===== src/rtl/aes_pkg.sv =====
// Shared AES definitions: block width, AES-128 core pipeline latency and block type.
// Ports: none (package only).
// Imported by the result buffer, its interface and its FIFO.
package aes_pkg;
   localparam int AES_BLOCK_W     = 128;
   localparam int AES_128_LATENCY = 21;

   typedef logic [AES_BLOCK_W-1:0] aes_block_t;
endpackage


===== src/rtl/aes_result_buffer_if.sv =====
// Bundle of the result buffer's handshake and data signals.
// Ports: issue_valid/issue_ready (credit to feeder), core_out (core result bus),
//        m_valid/m_data/m_ready (output stream), occupancy, overflow_err.
interface aes_result_buffer_if
   import aes_pkg::*;
#(
   parameter int WIDTH = AES_BLOCK_W,
   parameter int DEPTH = 32
);
   localparam int OCC_W = $clog2(DEPTH) + 1;

   logic             issue_valid;
   logic             issue_ready;
   logic [WIDTH-1:0] core_out;
   logic             m_valid;
   logic [WIDTH-1:0] m_data;
   logic             m_ready;
   logic [OCC_W-1:0] occupancy;
   logic             overflow_err;

   // Buffer side
   modport slave (
      input  issue_valid, core_out, m_ready,
      output issue_ready, m_valid, m_data, occupancy, overflow_err
   );

   // Feeder / core / consumer side
   modport master (
      output issue_valid, core_out, m_ready,
      input  issue_ready, m_valid, m_data, occupancy, overflow_err
   );
endinterface


===== src/rtl/aes_buf_fifo.sv =====
// Show-ahead FIFO; zero-cycle read (rd_data = head), write visible one cycle later.
// Ports: clk, rst (async high), wr_en/wr_data, rd_en/rd_data, full, empty.
// Writes while full are dropped unless a read happens in the same cycle.
module aes_buf_fifo
   import aes_pkg::*;
#(
   parameter int WIDTH = AES_BLOCK_W,
   parameter int DEPTH = 32
) (
   input  logic             clk,
   input  logic             rst,
   input  logic             wr_en,
   input  logic [WIDTH-1:0] wr_data,
   input  logic             rd_en,
   output logic [WIDTH-1:0] rd_data,
   output logic             full,
   output logic             empty
);
   localparam int AW = $clog2(DEPTH);

   // Address bits plus a wrap bit; full/empty differ only in the wrap bit.
   logic [AW:0]      wr_ptr;
   logic [AW:0]      rd_ptr;
   logic [WIDTH-1:0] mem [DEPTH];
   logic             do_wr;
   logic             do_rd;

   assign empty   = (wr_ptr == rd_ptr);
   assign full    = (wr_ptr[AW-1:0] == rd_ptr[AW-1:0]) && (wr_ptr[AW] != rd_ptr[AW]);
   assign do_rd   = rd_en & ~empty;
   // A read in the same cycle frees the slot the write lands in.
   assign do_wr   = wr_en & (~full | do_rd);
   assign rd_data = mem[rd_ptr[AW-1:0]];

   always_ff @(posedge clk or posedge rst) begin
      if (rst) begin
         wr_ptr <= '0;
         rd_ptr <= '0;
      end else begin
         if (do_wr) wr_ptr <= wr_ptr + (AW+1)'(1);
         if (do_rd) rd_ptr <= rd_ptr + (AW+1)'(1);
      end
   end

   // Storage is intentionally not reset.
   always_ff @(posedge clk) begin
      if (do_wr) mem[wr_ptr[AW-1:0]] <= wr_data;
   end
endmodule


===== src/rtl/aes_result_buffer.sv =====
// Captures AES core results for accepted blocks into a FIFO and streams them out.
// Ports: clk, rst (async high), bus (slave modport: credit issue, core_out, output stream).
// Credits cover in-flight plus buffered blocks, so a capture always finds a free slot.
module aes_result_buffer
   import aes_pkg::*;
#(
   parameter int LATENCY = AES_128_LATENCY,
   parameter int DEPTH   = 32,
   parameter int WIDTH   = AES_BLOCK_W
) (
   input  logic                clk,
   input  logic                rst,
   aes_result_buffer_if.slave  bus
);
   localparam int OCC_W = $clog2(DEPTH) + 1;

   logic [LATENCY-1:0] vld_line;
   logic [OCC_W-1:0]   occ_q;
   logic               ovf_q;
   logic               fire;
   logic               cap;
   logic               pop;
   logic               full;
   logic               empty;

   assign bus.issue_ready  = (occ_q < OCC_W'(DEPTH));
   assign fire             = bus.issue_valid & bus.issue_ready;
   // Tail of the delay line lines up with the core output of a fired block.
   assign cap              = vld_line[LATENCY-1];
   assign bus.m_valid      = ~empty;
   assign pop              = bus.m_valid & bus.m_ready;
   assign bus.occupancy    = occ_q;
   assign bus.overflow_err = ovf_q;

   always_ff @(posedge clk or posedge rst) begin
      if (rst) begin
         vld_line <= '0;
         occ_q    <= '0;
         ovf_q    <= 1'b0;
      end else begin
         vld_line[0] <= fire;
         for (int i = 1; i < LATENCY; i++) begin
            vld_line[i] <= vld_line[i-1];
         end
         // Capture only moves an entry from in-flight to buffered.
         case ({fire, pop})
            2'b10:   occ_q <= occ_q + OCC_W'(1);
            2'b01:   occ_q <= occ_q - OCC_W'(1);
            default: occ_q <= occ_q;
         endcase
         // Reachable only when the feeder ignored issue_ready.
         if (cap && full && !pop) ovf_q <= 1'b1;
      end
   end

   aes_buf_fifo #(
      .WIDTH (WIDTH),
      .DEPTH (DEPTH)
   ) u_fifo (
      .clk     (clk),
      .rst     (rst),
      .wr_en   (cap),
      .wr_data (bus.core_out),
      .rd_en   (pop),
      .rd_data (bus.m_data),
      .full    (full),
      .empty   (empty)
   );
endmodule


===== src/flat_wrapper.sv =====
// flat-port wrapper written by rule: the top's interface ports become plain ports
module aes_result_buffer_flat import aes_pkg::*;
#(
   parameter int LATENCY = AES_128_LATENCY,
   parameter int DEPTH   = 32,
   parameter int WIDTH   = AES_BLOCK_W
)
  (clk, rst, bus_issue_valid, bus_core_out, bus_m_ready, bus_issue_ready, bus_m_valid, bus_m_data, bus_occupancy, bus_overflow_err);
  aes_result_buffer_if #(.WIDTH(WIDTH), .DEPTH(DEPTH)) bus_i ();
  input  logic clk;
  input  logic rst;
  input wire logic [$bits(bus_i.issue_valid)-1:0] bus_issue_valid;
  input wire logic [$bits(bus_i.core_out)-1:0] bus_core_out;
  input wire logic [$bits(bus_i.m_ready)-1:0] bus_m_ready;
  output wire logic [$bits(bus_i.issue_ready)-1:0] bus_issue_ready;
  output wire logic [$bits(bus_i.m_valid)-1:0] bus_m_valid;
  output wire logic [$bits(bus_i.m_data)-1:0] bus_m_data;
  output wire logic [$bits(bus_i.occupancy)-1:0] bus_occupancy;
  output wire logic [$bits(bus_i.overflow_err)-1:0] bus_overflow_err;
  assign bus_i.issue_valid = bus_issue_valid;
  assign bus_i.core_out = bus_core_out;
  assign bus_i.m_ready = bus_m_ready;
  assign bus_issue_ready = bus_i.issue_ready;
  assign bus_m_valid = bus_i.m_valid;
  assign bus_m_data = bus_i.m_data;
  assign bus_occupancy = bus_i.occupancy;
  assign bus_overflow_err = bus_i.overflow_err;
  aes_result_buffer #(.LATENCY(LATENCY), .DEPTH(DEPTH), .WIDTH(WIDTH)) u_core (.clk(clk), .rst(rst), .bus(bus_i));
endmodule

===== config.mk =====
export PLATFORM = sky130hd
export DESIGN_NAME = aes_result_buffer_flat
export DESIGN_NICKNAME = d
export VERILOG_FILES = /design/src/rtl/aes_pkg.sv /design/src/rtl/aes_result_buffer_if.sv /design/src/rtl/aes_buf_fifo.sv /design/src/rtl/aes_result_buffer.sv /design/src/flat_wrapper.sv
export SDC_FILE = /design/constraint.sdc
export NUM_CORES = 2
export LEC_CHECK = 0
export ABC_CLOCK_PERIOD_IN_PS = 10350
export CORE_AREA = 2 2 563 565
export DETAILED_ROUTE_END_ITERATION = 10
export DIE_AREA = 0 0 565 567
export HOLD_SLACK_MARGIN = 0.1
export PLACE_DENSITY = 0.66
export SYNTH_ARGS = -nofsm -noshare
export SYNTH_HDL_FRONTEND = slang
export SYNTH_SLANG_ARGS = --single-unit

===== constraint.sdc =====
create_clock -name clk -period 10.35 [get_ports clk]
set_input_delay 1.035 -clock clk [delete_from_list [all_inputs] [get_ports clk]]
set_output_delay 1.035 -clock clk [all_outputs]
set_load 0.02 [all_outputs]

* Word level (Yosys, flattened, before mapping) *
Memory sizes are Yosys's and may differ from the RTL's.
Index checks and enable logic that the tools add are counted.
Widths: inputs -> output; s select.

word-level totals
  flip-flop bits (word level) = 40
  logic and storage cells = 31
  memory bits (writable) = 4096
  output and inout bits = 137
  memories = 1
  input port bits = 132

memory list
  memory             depth  width  read ports  clocked after memory_dff  wr ports  RTL line            source
  u_core.u_fifo.mem  32     128    1           0                         1         aes_buf_fifo.sv:24  logic [WIDTH-1:0] mem [DEPTH];

operators by class
  add/sub/neg operators = 4
  bitwise logic cells = 7
  reduce and logical (&&, ||, !) cells = 5
  muxes and demuxes = 3
  order comparisons = 1
  equality and inequality tests = 5

operators with widths
  cell                 count
  $add 6x1->6 const B  3
  $pmux 6 s2           1
  $eq 6x6->1           1
  $lt 6x6->1 const B   1
  $sub 6x1->6 const B  1
  $eq 5x5->1           1
  $and 1x1->1          4
  $logic_and 1x1->1    3
  $eq 2x1->1 const B   1
  $eq 2x2->1 const B   1
  $mux 1               2
  $not 1->1            2
  $reduce_bool 2->1    1
  $logic_not 1->1      1
  $ne 1x1->1           1
  $or 1x1->1           1

* Longest topological paths before layout *
  word-level depth = 8
  depth in mapped cells = 15
  gate-level depth less buffers = 11

* Hierarchy *
From an unflattened synthesis, not the netlist that was laid out.

second synthesis, totals
  cell total of the unflattened synthesis = 6746
  area, all modules = 155693.1 um^2

by module, submodules not included
  module             cells each  area each (um^2)  instances  seq. area each (um^2)
  aes_buf_fifo       6657        154580.8          1          123298.3
  aes_result_buffer  89          1112.3            1          700.7

* Worst setup path before layout *
No wires, ideal clock.

  kind = register to register
  from = register u_core.u_fifo.rd_ptr[0]
  to = memory u_core.u_fifo.mem[31][0] in the netlist's numbering, enable pin
  path slack = 2.670 ns
  required time = 9.733 ns
  clock period less this slack = 7.680 ns
  stages on the path, launching flop included = 10
  path buffers = 4
  library setup time = 0.617 ns
  arrival = 7.063 ns
  path through = dfrtp_1 -> buf_2 -> buf_6 -> buf_6 -> xor2_1 -> nor2_1 -> a31oi_2 -> nand2_1 -> buf_2 -> nor2_1

on the way
  longest elaborated chain between the ends = 8
  elaborated cells between the ends (all ways) = 11
  those cells by class = eq/ne: 2; mux: 2; bitwise: 6; reduce/logical: 1

ends and longest elaborated chain
  item                            RTL line                                     source
  start: declaration              aes_buf_fifo.sv:23                           logic [AW:0] rd_ptr;
  start signal: assignment        aes_buf_fifo.sv:41                           if (do_rd) rd_ptr <= rd_ptr + (AW+1)'(1);
  $eq 6x6->1                      aes_buf_fifo.sv:28                           assign empty = (wr_ptr == rd_ptr);
  $not 1->1                       aes_buf_fifo.sv:30, aes_result_buffer.sv:30
  $and 1x1->1                     aes_result_buffer.sv:31                      assign pop = bus.m_valid & bus.m_ready;
  $and 1x1->1                     aes_buf_fifo.sv:30                           assign do_rd = rd_en & ~empty;
  $or 1x1->1 *                    aes_buf_fifo.sv:32                           assign do_wr = wr_en & (~full | do_rd);
  $and 1x1->1 *                   aes_buf_fifo.sv:32
  $mux 1 *                        aes_buf_fifo.sv:47                           if (do_wr) mem[wr_ptr[AW-1:0]] <= wr_data;
  $mux 1 (implied by the code) *  aes_buf_fifo.sv:47
  end: declaration                aes_buf_fifo.sv:24

Mark *: on every way between the ends. The rest lies on a longest branch, timed or not.

* Worst setup path after layout *
  from = register u_core.u_fifo.rd_ptr[1]
  to = output port bus_m_data[118]

on the way
  longest elaborated chain between the ends = 1

ends and longest elaborated chain
  item              RTL line            source
  $mem_v2 32x128    n/a
  end: declaration  flat_wrapper.sv:17  output wire logic [$bits(bus_i.m_data)-1:0] bus_m_data;

Every way passes these cells.

==> results.cfg <==
[synth]
async_flop_share_pct = 0.967
synth.cell_area_um2 = 157000
synth_ff_type = edfxtp_1
synth_edf_count = 4096
synth_area_per_cell_um2 = 26.1
yosys.cell_types.count = 46
ys_ff_latch = 4136
syn-num-nets = 6141
yosysWarnings = 0
synthCells = 6002
synth-seq-area-share_pct = 79.2

[drt]
post_drt_via_cell_ratio = 6.41
num_vias = 70600
antenna_left = 0
drtPass1Iterations = 5
wl_per_cell_um = 35.0
drt_iter0_drc = 9664
remaining_drc_errors = 0
wirelength_um = 385000

[clock_tree]
ctsResizeCount = 0
cts_setup_buffers = 0
path_clk_slew_ns = 0.06
htreeDepth = 5
cts_buffer_depth = 4
clock-root-buffer = clkbuf_16
worstSkewPairLatency_ns = 0.98
cts_tree = done
clkSinkCount = 4136
hold_buffers = 0
cts_buffers = 412

[die]
die_w_um = 565
die_y_um = 567
row_count = 206
die_area_um2 = 320000
io_pins = 269
core_um2 = 314000
start_util_pct = 49.9

[timing]
final_max_slew_viol_count = 0
fin_crit_sh_pct = 63.5
slew_headroom_pct = 13.3
hold_violations = 0
max_freq_mhz = 152
fin_skew_ns = 0.0696
final.min_clock_period_ns = 6.58
setup_ws_ns = 3.77
setup_violations = 0
worstMarginPinSlew_ns = 1.30
tns_ns = 0
grt_setup_unrepaired = no

[global_routing]
antenna_found_initial = 57
grt_max_degree = 141
grt_pass1_wl_um = 540000
grt_pass1_vias = 71200
track_usage_pct = 24.1
overflow = 0

[critical_path]
reg2reg_from = u_core.u_fifo.rd_ptr[1]
crit_fanout = 62
critPathKind = reg2out
critical_path.endpoint_type = output pin
critPathLaunchType = flop
crit_start = u_core.u_fifo.rd_ptr[1]
crit_arrival_ns = 5.54
required_ns = 9.32
reg2reg_depth = 7

[power_and_ir_drop]
ir_worst_vdd_v = 0.000231
total_power_mw = 48.1
power.density_nw_per_um2 = 270
cellLeakagePower_nw = 54.6

[hold_path]
hold_path.class = reg2reg
hold_depth = 0
holdCritStartpoint = u_core.vld_line[12]

[place]
dp_hpwl_um = 177000
pre_cts_ws_ns = 4.73
place_congestion = 0.726
io_buffer_count = 268
place_inst = 10300

[run]
max_cap_viol_count = 0

[layout]
fillers = 22300
syn_to_final_growth_pct = 13.8
fin_cells = 11000
layout_common_cells = 4096 x edfxtp_1, 1280 x mux4_2, 415 x clkbuf_16, 268 x clkdlybuf4s50_1, 130 x mux2_2
drive_gt1_share_pct = 31.3
fin_nets = 6650
layout.cells.most_common = edfxtp_1

[outcome]
status = completed
==> metal layers <==
metal	global-route usage (%)	up-vias	wire (um)
met5	0	-	276
met4	5.71	44	8410
met3	5.25	539	37400
met2	37.1	3565	183000
met1	35.5	39000	156000
li1	-	27400	-
==> worst paths after layout <==
path | end | slack (ns)
max | bus_m_data[118] | 3.77
max in group asynchronous | u_core.u_fifo.rd_ptr[2] | 9.38
min in group asynchronous | u_core.bus.occupancy[5] | 0.54
min | u_core.vld_line[13] | 0.34
max reg2reg | u_core.u_fifo.mem[4][49] | 4.92
min reg2reg | u_core.vld_line[13] | 0.34
==> area by class of cell <==
type                            count  area, um2  share of cell area (%)
Tap cell                         4160       5200                    2.92
Clock inverter                    248       2470                    1.39
Sequential cell                  4136     124000                    69.7
Antenna cell                       13       32.5                  0.0183
Multi-Input combinational cell   1549      31400                    17.6
Timing Repair Buffer              404       4170                    2.34
Clock buffer                      507      10700                    6.03
Inverter                            8       30.0                  0.0169
==> state kept, by name, indices dropped and copies added, names as in the netlist <==
name / flops
u_core.bus.occupancy: 6
u_core.u_fifo.mem: 4096
u_core.u_fifo.wr_ptr: 6
u_core.bus.overflow_err: 1
u_core.vld_line: 21
u_core.u_fifo.rd_ptr: 6
==> critical path, stage by stage, from the launching register on <==
cell and delay [ns]:
dfrtp_4 0.97, buf_4 0.84, buf_4 0.87, mux4_2 0.41
mux4_2 0.48, mux2_2 0.33, clkdlybuf4s50_1 0.56
==> kinds of logic after synthesis <==
logic type,count (synthesis),synth area share [%]
AOI/OAI and AO/OA,27,0.122
xor gates and xnor gates,20,0.112
adders and majority gates,7,0.0560
buffers and inverters,317,0.874
DFF,4136,79.2
muxes,1412,19.4
and+or+nand+nor,83,0.253
==> cell usage after synthesis (all sizes together), types with 3 or more instances <==
library cell | number | area (um2)
edfxtp | 4096 | 123000
mux4 | 1280 | 28800
clkbuf | 166 | 623
buf | 143 | 714
mux2 | 130 | 1460
nor2 | 43 | 161
dfrtp | 40 | 1000
nand2 | 14 | 52.6
xnor2 | 10 | 87.6
xor2 | 10 | 87.6
o21ai | 9 | 45.0
inv | 8 | 30.0
ha | 7 | 87.6
a21oi | 5 | 25.0
nand3b | 3 | 22.5
nand4 | 3 | 18.8
nor3b | 3 | 27.5
==> through the flow <==
stage | instance area [um2] | util [%] | hold slack (ns)
floorplan | 157000 | - | 0.331
global placement | 165000 | 52.5 | 0.333
detailed placement | 165000 | 52.5 | 0.336
CTS | 178000 | 56.7 | 0.342
global route | 178000 | 56.7 | 0.353
finish | 178000 | 56.7 | 0.340
==> report_power, final <==
part	internal, mW	switching (mW)	leakage, nW
clock	8.33	6.24	6.43
sequential	19.1	0.363	37.3
combinational	7.00	7.12	10.9
No activity file was read; power rests on OpenSTA's default activity.
